`config.mk`:
```
export PLATFORM = sky130hd
export DESIGN_NAME = serial_alu_seq
export DESIGN_NICKNAME = d
export VERILOG_FILES = /design/src/rtl/serial_alu_pkg.sv /design/src/rtl/serial_alu_seq_alu1bit.sv /design/src/rtl/serial_alu_seq.sv
export SDC_FILE = /design/constraint.sdc
export NUM_CORES = 1
export LEC_CHECK = 0
export CORE_MARGIN = 2
export CORE_UTILIZATION = 40
export DETAILED_ROUTE_END_ITERATION = 7
export PLACE_DENSITY = 0.65
export SLEW_MARGIN = 10
export SYNTH_ARGS = -nofsm -noshare
export SYNTH_HDL_FRONTEND = slang
export SYNTH_SLANG_ARGS = --single-unit
```
`constraint.sdc`:
```
create_clock -name clk -period 1.9 [get_ports clk]
set_input_delay 0.38 -clock clk [delete_from_list [all_inputs] [get_ports clk]]
set_output_delay 0.38 -clock clk [all_outputs]
set_load 0.02 [all_outputs]
```
`src/rtl/serial_alu_pkg.sv`:
```
// Shared types for the bit-serial ALU sequencer: op codes, FSM states and an
// op classification helper.
package serial_alu_pkg;

    typedef enum logic [1:0] {
        OP_XOR  = 2'b00,
        OP_XNOR = 2'b01,
        OP_ADD  = 2'b10,
        OP_SUB  = 2'b11
    } op_t;

    typedef enum logic [1:0] {
        IDLE = 2'b00,
        RUN  = 2'b01,
        DONE = 2'b10
    } state_t;

    // Arithmetic ops are the ones whose carry chain reaches cout/ovf.
    function automatic logic is_arith(op_t op_v);
        return op_v[1];
    endfunction

endpackage

```
`src/rtl/serial_alu_seq_alu1bit.sv`:
```
// One-bit ALU slice: XOR/XNOR logic path or a full adder, with b inverted for SUB.
module alu1bit
    import serial_alu_pkg::*;
#(
    parameter int unsigned nand_tpd = 1,
    parameter int unsigned or_tpd   = 1,
    parameter int unsigned xnor_tpd = 1
) (
    input  logic       a_i,
    input  logic       b_i,
    input  logic       cin_i,
    input  logic [1:0] op_i,
    output logic       s_o,
    output logic       cout_o
);

    // Gate delays only characterise timing; the synthesizable slice is zero-delay.
    if (nand_tpd + or_tpd + xnor_tpd == 0) begin : g_zero_tpd
    end

    op_t  op_v;
    logic b_eff;
    logic p;

    assign op_v  = op_t'(op_i);
    assign b_eff = b_i ^ (op_v == OP_SUB);
    assign p     = a_i ^ b_eff;

    always_comb begin
        s_o    = 1'b0;
        cout_o = (a_i & b_eff) | (cin_i & p);
        unique case (op_v)
            OP_XOR:  s_o = a_i ^ b_i;
            OP_XNOR: s_o = ~(a_i ^ b_i);
            OP_ADD,
            OP_SUB:  s_o = p ^ cin_i;
            default: s_o = 1'b0;
        endcase
    end

endmodule

```
`src/rtl/serial_alu_seq.sv`:
```
// Bit-serial WIDTH-bit ALU sequencer: feeds one alu1bit slice LSB-first, one bit per
// clock, and reports result, carry-out and signed overflow with a done pulse.
module serial_alu_seq
    import serial_alu_pkg::*;
#(
    parameter int unsigned WIDTH    = 8,
    parameter int unsigned nand_tpd = 1,
    parameter int unsigned or_tpd   = 1,
    parameter int unsigned xnor_tpd = 1
) (
    input  logic             clk,
    input  logic             rst,
    input  logic             start,
    input  logic [1:0]       op,
    input  logic [WIDTH-1:0] a,
    input  logic [WIDTH-1:0] b,
    output logic             busy,
    output logic             done,
    output logic [WIDTH-1:0] result,
    output logic             cout,
    output logic             ovf
);

    localparam int unsigned CntW = $clog2(WIDTH);
    localparam logic [CntW-1:0] CntLast = CntW'(WIDTH - 1);

    state_t           state_q, state_d;
    logic [WIDTH-1:0] a_sh_q, a_sh_d;
    logic [WIDTH-1:0] b_sh_q, b_sh_d;
    op_t              op_q, op_d;
    logic [CntW-1:0]  cnt_q, cnt_d;
    logic             carry_q, carry_d;
    logic [WIDTH-1:0] result_q, result_d;
    logic             cout_q, cout_d;
    logic             ovf_q, ovf_d;

    logic alu_s;
    logic alu_cout;

    alu1bit #(
        .nand_tpd (nand_tpd),
        .or_tpd   (or_tpd),
        .xnor_tpd (xnor_tpd)
    ) u_alu1bit (
        .a_i    (a_sh_q[0]),
        .b_i    (b_sh_q[0]),
        .cin_i  (carry_q),
        .op_i   (op_q),
        .s_o    (alu_s),
        .cout_o (alu_cout)
    );

    always_comb begin
        state_d  = state_q;
        a_sh_d   = a_sh_q;
        b_sh_d   = b_sh_q;
        op_d     = op_q;
        cnt_d    = cnt_q;
        carry_d  = carry_q;
        result_d = result_q;
        cout_d   = cout_q;
        ovf_d    = ovf_q;
        unique case (state_q)
            IDLE,
            DONE: begin
                if (start) begin
                    state_d = RUN;
                    a_sh_d  = a;
                    b_sh_d  = b;
                    op_d    = op_t'(op);
                    cnt_d   = '0;
                    // SUB is a + ~b + 1: the +1 enters as the initial carry.
                    carry_d = (op_t'(op) == OP_SUB);
                end else if (state_q == DONE) begin
                    state_d = IDLE;
                end
            end
            RUN: begin
                result_d = {alu_s, result_q[WIDTH-1:1]};
                a_sh_d   = a_sh_q >> 1;
                b_sh_d   = b_sh_q >> 1;
                carry_d  = alu_cout;
                cnt_d    = cnt_q + CntW'(1);
                if (cnt_q == CntLast) begin
                    state_d = DONE;
                    // carry_q here is the carry into the MSB.
                    cout_d  = is_arith(op_q) ? alu_cout : 1'b0;
                    ovf_d   = is_arith(op_q) ? (carry_q ^ alu_cout) : 1'b0;
                end
            end
            default: state_d = IDLE;
        endcase
    end

    always_ff @(posedge clk) begin
        if (rst) begin
            state_q  <= IDLE;
            a_sh_q   <= '0;
            b_sh_q   <= '0;
            op_q     <= OP_XOR;
            cnt_q    <= '0;
            carry_q  <= 1'b0;
            result_q <= '0;
            cout_q   <= 1'b0;
            ovf_q    <= 1'b0;
        end else begin
            state_q  <= state_d;
            a_sh_q   <= a_sh_d;
            b_sh_q   <= b_sh_d;
            op_q     <= op_d;
            cnt_q    <= cnt_d;
            carry_q  <= carry_d;
            result_q <= result_d;
            cout_q   <= cout_d;
            ovf_q    <= ovf_d;
        end
    end

    assign busy   = (state_q == RUN);
    assign done   = (state_q == DONE);
    assign result = result_q;
    assign cout   = cout_q;
    assign ovf    = ovf_q;

endmodule

```
==> metrics.txt <==
CTS Buf Count=5; Worst Path Max Fanout=3; kind of critical path=reg -> out; Post-synth EDFFs=0; worst vdd ir=between 0.3 and 0.4 mV; Post-Route WL=3214 µm; Fin. Hold Viols=0; fin crit share=0.9518; fin nets=231; Pins Over Slew Limit=0; hold_buf cts=0; setup TNS=0 ns; Fillers=approximately 320; Fmax=553.0 MHz; CTS tree=done; post-synthesis mux area share=0.007833; syn_area_per_cell=8.122 µm²; main combinational cell family by area after synthesis=simple AND/OR/NAND/NOR gates; RSZ-0062 raised after global routing=false; critical-path cell list=nor2b_1 > clkdlybuf4s50_1; CP max stage delay=0.61 ns; clk_lat worst skew=0.32 ns; PD cells=743.7 nW/µm²; Pleak=0.0006840 µW; vias=1278; HP Class=reg -> reg; min cycle time layout=roughly 1.8 ns; cell area after layout=1851 µm²; drt drc=0; DP HPWL=2165 µm; Routed WL per cell=around 13 µm; dpl cells=246; post-place setup slack=about 0.15 ns; vias in the first global route=1227; Synth-to-Final Area Change=28.72%; critical path startpoint category=flop; #FFs+latches synth=34; yosys warns=0; Synth Area in Adders=0.03133; Clock Path Buffers=2; Total GRT Usage=0.1717; FFs w/ async S/R, synth=0; Synth cell types=23; simple-gate portion of the synthesized area=0.2489; required time of the critical path=1.52 ns; vias per cell=5.051; Die H=between 60 and 70 µm; CTS root buffer=clkbuf_4; die area=4090 µm²; Most used DFF post-synth=dfxtp_1; GRT Residual Overflow=0; Worst Hold Margin=0.4623 ns; setup ws final=0.09154 ns; Clock Skew=0.005775 ns; Critical-path top delay cell=clkdlybuf4s50_1; num ports=33; Initial Utilization=0.4241; status=complete, no violations; Post-Syn Area=1438 µm²; Worst Max-Slew Pin Slew=0.4069 ns; gpl congestion=0.7954; num rows=21; Clock transition at path regs=about 0.09 ns; Mapped Nets=around 200; share of post-route cells with drive strength above 1=0.06280; core box area=3390 µm²; clock sink total=34; max_cap viols=0; endpoints failing setup=0; n_diodes=0; Synth Area in Compound Gates=0.1593; register area share after synthesis=0.4735; pin count of the biggest net entering global routing=43; Critical Path End Type=output pin; Pre-antenna DRT Iters=4; first-pass GRT wire length=5513 µm; placed cell area=1803 µm²; Post-DRT Antenna Nets=0; IO buf count=32; slew margin rel.=0.7288; Critical Path AT=around 1.4 ns; Final Instance Count excl. Fillers=253; initial antenna violation count=0; fraction of synthesized cell area in xor and xnor cells=0.02785; Initial DRC Count=72; H-tree level count=2; chip width=between 60 and 70 µm; post-synthesis cell count=~180
placed cells by master, fill, tap and decap left out:
master	Yosys	final
or3b_2	1	1
buf_12	0	1
nand4_1	1	1
inv_1	3	3
nand2b_1	4	4
a31oi_1	1	1
clkdlybuf4s50_1	0	31
nor2_1	17	17
mux2_2	1	1
dlymetal6s2s_1	0	1
a21oi_1	16	16
dfxtp_1	34	34
a311oi_1	14	14
ha_1	2	2
xnor3_1	1	1
nor2b_1	2	2
o21a_1	1	1
nand3b_1	1	1
xnor2_1	1	1
nand3_1	7	7
a211oi_2	1	1
fa_1	1	1
clkbuf_4	0	5
clkbuf_1	6	2
buf_4	0	4
xor2_1	1	1
nand2_1	53	53
flip-flops by register name (all words and copies together) (netlist names):
register  cells
a_sh_q        8
b_sh_q        8
carry_q       1
cnt_q         3
cout          1
op_q          2
ovf           1
result        8
state_q       2
report_power, final:
group	total, µW	switching (µW)	internal (µW)	leakage (µW)
combinational	238	121	117	0.000380
sequential	784	28.2	755	0.000278
clock	355	215	139	0.0000254
kinds of logic (layout without fill, tap and decap cells):
kind of cell | Yosys count | count (layout)
DFF | 34 | 34
and+or+nand+nor | 86 | 86
buffers and inverters | 17 | 47
xor gates and xnor gates | 3 | 3
adders and majority gates | 3 | 3
AOI/OAI and AO/OA | 33 | 33
muxes | 1 | 1
path summary, 6_finish.rpt:
kind,start,to,slack (ns),cells past startpoint
max,state_q[1],done,0.09,2
min reg2reg,ovf,ovf,0.46,2
min,ovf,ovf,0.46,2
max reg2reg,op_q[1],cout,0.14,5
stage by stage:
step / total power, µW / utilization
after floorplan: 942.5 / -
after global placement: 1028 / 0.5319
after detailed placement: 1039 / 0.5319
after CTS: 1395 / 0.5452
after global routing: 1455 / 0.5460
final: 1376 / 0.5460
per-layer routing:
metal  vias up  share of wire  track usage
li1        656              -            -
met1       584           0.44       0.2027
met2        33           0.49       0.2813
met3         5          0.064      0.07042
met4         0          0.012      0.05707
met5         -              0            0
cell type report:
class | instances | area, µm² | share of cell area
clock buffers | 7 | 45.04 | 0.02434
inverters | 3 | 11.26 | 0.006085
multi-input cells | 126 | 683.2 | 0.3692
flip-flops and latches | 34 | 680.7 | 0.3678
well taps | 46 | 57.56 | 0.03110
repair buffers | 37 | 372.9 | 0.2015
cells in the mapped netlist, drive strengths merged (2+ instances only):
master | number | area, µm²
clkbuf | 6 | 22.52
dfxtp | 34 | 680.7
a21oi | 16 | 80.08
ha | 2 | 25.02
inv | 3 | 11.26
buf | 8 | 40.04
nand2 | 53 | 198.9
nor2b | 2 | 12.51
nand2b | 4 | 25.02
a311oi | 14 | 122.6
nand3 | 7 | 35.03
nor2 | 17 | 63.81
repair_timing:
item / 4_1_cts / 5_1_grt
buffers inserted: 0 / 0
gates resized for setup: 0 / 1
endpoints found under the setup margin: 0 / 1
worst max-delay path: cells and delay by family, from the launching register on:
family / cells / cell delay (ns)
simple gates: 1 / 0.14
flops: 1 / 0.36
buf+inv: 1 / 0.61
Note: power is estimated with default switching activity, not from simulation.
